[src/rtl/sa_pkg.sv]
// Shared systolic-array constants and types.
// Used by the edge feeders and the PE array.
package sa_pkg;

  localparam int SA_N         = 4;
  localparam int SA_OPERAND_W = 8;
  localparam int SA_PSUM_W    = 16;

  typedef logic [SA_OPERAND_W-1:0] operand_t;

  typedef enum logic [1:0] {
    IDLE,
    STREAM,
    DRAIN
  } feeder_state_e;

endpackage

[src/rtl/skew_delay_line.sv]
// Fixed-depth shift register of {valid, data}.
// Advances every cycle; the array has no backpressure.
module skew_delay_line #(
  parameter int DEPTH_p = 1,
  parameter int WIDTH_p = 8
) (
  input  logic               clk_i,
  input  logic               reset_n,
  input  logic               v_i,
  input  logic [WIDTH_p-1:0] data_i,
  output logic               v_o,
  output logic [WIDTH_p-1:0] data_o
);

  logic [DEPTH_p-1:0] r_v;
  logic [WIDTH_p-1:0] r_d [DEPTH_p];

  always_ff @(posedge clk_i or negedge reset_n) begin
    if (!reset_n) begin
      r_v <= '0;
      for (int k = 0; k < DEPTH_p; k++) begin
        r_d[k] <= '0;
      end
    end else begin
      r_v[0] <= v_i;
      r_d[0] <= data_i;
      for (int k = 1; k < DEPTH_p; k++) begin
        r_v[k] <= r_v[k-1];
        r_d[k] <= r_d[k-1];
      end
    end
  end

  assign v_o    = r_v[DEPTH_p-1];
  assign data_o = r_d[DEPTH_p-1];

endmodule

[src/rtl/operand_skew_feeder.sv]
// Skews an N-lane operand vector into a diagonal wavefront
// for the systolic array edge, then drains with zero bubbles.
module operand_skew_feeder
  import sa_pkg::*;
#(
  parameter int N_p     = SA_N,
  parameter int WIDTH_p = SA_OPERAND_W
) (
  input  logic                   clk_i,
  input  logic                   reset_n,
  input  logic                   v_i,
  input  logic [N_p*WIDTH_p-1:0] data_i,
  input  logic                   last_i,
  output logic                   ready_o,
  output logic [N_p*WIDTH_p-1:0] data_o,
  output logic [N_p-1:0]         v_o,
  output logic                   busy_o,
  output logic                   done_o
);

  localparam int CW = (N_p > 1) ? $clog2(N_p) : 1;
  localparam logic [CW-1:0] CNT_LOAD = CW'(N_p - 1);

  feeder_state_e r_state;
  feeder_state_e w_nstate;
  logic [CW-1:0] r_cnt;
  logic [CW-1:0] w_ncnt;
  logic          r_alive;
  logic          w_acc;
  logic          w_done;
  logic [N_p*WIDTH_p-1:0] w_in;

  // r_alive keeps ready low until the first clock after reset release
  assign ready_o = r_alive & (r_state != DRAIN);
  assign w_acc   = v_i & ready_o;
  assign busy_o  = (r_state != IDLE);
  assign done_o  = w_done;
  assign w_in    = w_acc ? data_i : '0;

  always_ff @(posedge clk_i or negedge reset_n) begin
    if (!reset_n) begin
      r_state <= IDLE;
      r_cnt   <= '0;
      r_alive <= 1'b0;
    end else begin
      r_state <= w_nstate;
      r_cnt   <= w_ncnt;
      r_alive <= 1'b1;
    end
  end

  always_comb begin
    w_nstate = r_state;
    w_ncnt   = r_cnt;
    w_done   = 1'b0;
    unique case (r_state)
      IDLE, STREAM: begin
        if (w_acc) begin
          if (last_i) begin
            w_nstate = DRAIN;
            w_ncnt   = CNT_LOAD;
          end else begin
            w_nstate = STREAM;
          end
        end
      end
      DRAIN: begin
        if (r_cnt == '0) begin
          w_done   = 1'b1;
          w_nstate = IDLE;
        end else begin
          w_ncnt = r_cnt - 1'b1;
        end
      end
      default: w_nstate = IDLE;
    endcase
  end

  for (genvar i = 0; i < N_p; i++) begin : g_lane
    skew_delay_line #(
      .DEPTH_p(i + 1),
      .WIDTH_p(WIDTH_p)
    ) u_dl (
      .clk_i  (clk_i),
      .reset_n(reset_n),
      .v_i    (w_acc),
      .data_i (w_in[i*WIDTH_p +: WIDTH_p]),
      .v_o    (v_o[i]),
      .data_o (data_o[i*WIDTH_p +: WIDTH_p])
    );
  end

endmodule

[config.mk]
export PLATFORM = sky130hd
export DESIGN_NAME = operand_skew_feeder
export DESIGN_NICKNAME = d
export VERILOG_FILES = /design/src/rtl/sa_pkg.sv /design/src/rtl/skew_delay_line.sv /design/src/rtl/operand_skew_feeder.sv
export SDC_FILE = /design/constraint.sdc
export NUM_CORES = 1
export LEC_CHECK = 0
export CORE_UTILIZATION = 52
export CTS_CLUSTER_SIZE = 20
export DETAILED_ROUTE_END_ITERATION = 16
export GPL_ROUTABILITY_DRIVEN = 0
export GPL_TIMING_DRIVEN = 1
export PLACE_DENSITY = 0.85
export SKIP_CTS_REPAIR_TIMING = 1
export SYNTH_ARGS = -nofsm -noshare
export SYNTH_HDL_FRONTEND = slang
export SYNTH_SLANG_ARGS = --single-unit
[constraint.sdc]
create_clock -name clk_i -period 2.1 [get_ports clk_i]
set_clock_uncertainty 0.1 [all_clocks]
set_input_delay 0.315 -clock clk_i [delete_from_list [all_inputs] [get_ports clk_i]]
set_output_delay 0.315 -clock clk_i [all_outputs]
set_load 0.01 [all_outputs]
==> qor.txt <==
DRC viols: 0
Mean Syn Cell Area: 17.23 µm²
top cell type's share of synthesized area: 72.21%
Chip Height: 79.02 µm
WP data arrival: 1.59 ns
Layout Utilization: 69.28%
top_reg_cell synth: dfrtp_1
Clk Latency, worst-skew pair: 0.33 ns
GRT overflow: 0
ratio of cells with drive above 1 in the final layout: 25.31%
Tmin final: 2.003 ns
input/output buffers: 74
Area contributors post-synth: dfrtp_1, nor3b_2, buf_4
worst path required time: 1.68 ns
Worst Max-Slew Pin Slew: 0.6065 ns
Tcrit/Tclk final: 95.37%
count leader, synth: dfrtp_1
f_max: 499.3 MHz
fraction of registers with async set/reset: 100.0%
Crit Path Class: reg -> out
FP Rows: 27
Filler Cell Count: 401
vias in the first global route: 1,538
top cells by count, synth: dfrtp_1, nor3b_2, buf_4
worst-path maximum fanout: 9
vias: 1,464
CTS tree: built
area leader, netlist: dfrtp_1
status: finished clean
post-route setup slack: 0.09729 ns
RSZ-0062 raised after global routing: no
Max clock buf depth: 2
die area: 6243 µm²
GRT Overall Usage: 16.32%
worst slack at placement: 0.2979 ns
clock sink count: 89
Final setup viols: 0
Post-synth EDFFs: 0
H-tree levels: 3
WL per Instance: 13.90 µm
Fin. Hold Viols: 0
drt total wl: 4.350 mm
Rel. slew slack: 59.57%
IO Pins: 75
#FFs+latches synth: 89
Chip Width: 79.02 µm
post-synthesis cell area: 3084 µm²
Ant. Diodes: 0
Worst Setup End Kind: output port
yosys warns: 0
Synth Net Count: 216
Pins Over Slew Limit: 0
largest net degree at the start of global routing: 50
drt via density: 4.677
Pleak: 1.805 nW
VDD IR max: 0.0006152 V
Syn Inst Count: 179
post-synthesis cell type count: 25
ANT nets after route: 0
core area: 5608 µm²
nets: 273
drt initial violations: 54
initial antenna violation count: 0
HP Class: reg -> reg
drt pass-1 iters: 6
CTS root buffer: clkbuf_8
sequential area share after synthesis: 72.21%
Initial Utilization: 55.00%
Area Overhead vs Synth: 25.96%
crit path launch type: flip-flop
Setup TNS Final: 0 ns
hpwl dp: 2.999 mm
Max Cap Viol: 0
Clock transition at path regs: 0.08 ns
total power per unit cell area: 924.3 nW/µm²
first-pass GRT wire length: 7.341 mm
Inserted Clock Buffers: 9
==> where the power goes <==
part | internal, W | leakage (nW) | switching [W] | total [W]
combinational | 0.000314 | 0.517 | 0.000277 | 0.000591
sequential | 0.00186 | 1.19 | 0.0000802 | 0.00194
clock | 0.000501 | 0.0959 | 0.000555 | 0.00106
total | 0.00268 | 1.81 | 0.000912 | 0.00359
==> layout by cell type, fill, tap and decap left out, types with 2 or more instances in the layout <==
cell type        netlist  layout
nor3b_1                4       4
dfrtp_1               89      88
clkdlybuf4s50_1        0      71
clkinv_4               0       2
buf_12                 3       2
dlymetal6s2s_1         0       2
nor3b_2               29      29
or2_2                  2       2
inv_1                  2       2
buf_4                 28       6
clkbuf_8               1      11
a311oi_1               3       3
==> worst max-delay path: stages (launching register included) <==
cell             delay [ns]
dfrtp_2                0.47
or2_2                  0.31
clkdlybuf4s50_1        0.48
==> final cells by class <==
type / count / area [µm²] / area share, %
Sequential cell: 89 / 2228 / 57.36
Timing Repair Buffer: 82 / 830.8 / 21.38
Multi-Input combinational cell: 52 / 538.0 / 13.85
Clock buffer: 11 / 151.4 / 3.897
Tap cell: 72 / 90.09 / 2.319
Clock inverter: 5 / 38.79 / 0.9984
Inverter: 2 / 7.507 / 0.1932
==> path summary, 6_finish.rpt <==
| path | start | end | slack (ns) | cells past startpoint |
|---|---|---|---|---|
| min | g_lane[1].u_dl.r_d[15] | g_lane[1].u_dl.data_o[7] | 0.25 | 0 |
| max in group asynchronous | reset_n | g_lane[2].u_dl.data_o[4] | 0.88 | 3 |
| min in group asynchronous | reset_n | r_state[0] | 0.44 | 2 |
| max | r_state[1] | busy_o | 0.1 | 2 |
| min reg2reg | g_lane[1].u_dl.r_d[15] | g_lane[1].u_dl.data_o[7] | 0.25 | 0 |
| max reg2reg | r_cnt[0] | r_cnt[1] | 0.62 | 4 |
==> sequential cells by signal (all words and copies together) (netlist names) <==
signal	count
r_alive	1
r_state	2
g_lane.u_dl.r_v	4
g_lane.u_dl.data_o	32
g_lane.u_dl.r_d	48
r_cnt	2
==> cells by family after synthesis <==
group,Yosys count,share of synthesized area (%)
fa+ha+maj,1,0.4056
compound gates,6,1.379
buf+inv,38,10.51
other cells,1,0.1216
flops,89,72.21
simple gates,43,15.05
mux,1,0.3246
==> routing by layer <==
metal | vias up | track usage (%) | wire [µm]
met3 | 8 | 6.552 | 283
met5 | - | 0 | 0
li1 | 671 | - | -
met4 | 0 | 9.818 | 119
met1 | 733 | 19.32 | 1771
met2 | 52 | 25.00 | 2176
==> through the flow <==
stage	hold WS (ns)	total power [W]	std cells	instance area [µm²]
global route	0.2546	0.003792	313	3885
global placement	0.2314	0.002544	296	3676
finish	0.2483	0.003591	313	3885
detailed placement	0.2347	0.002577	296	3676
CTS	-0.1041	0.003635	312	3866
floorplan	-0.08059	0.002419	179	3084
Note: power is estimated with default switching activity, not from simulation.
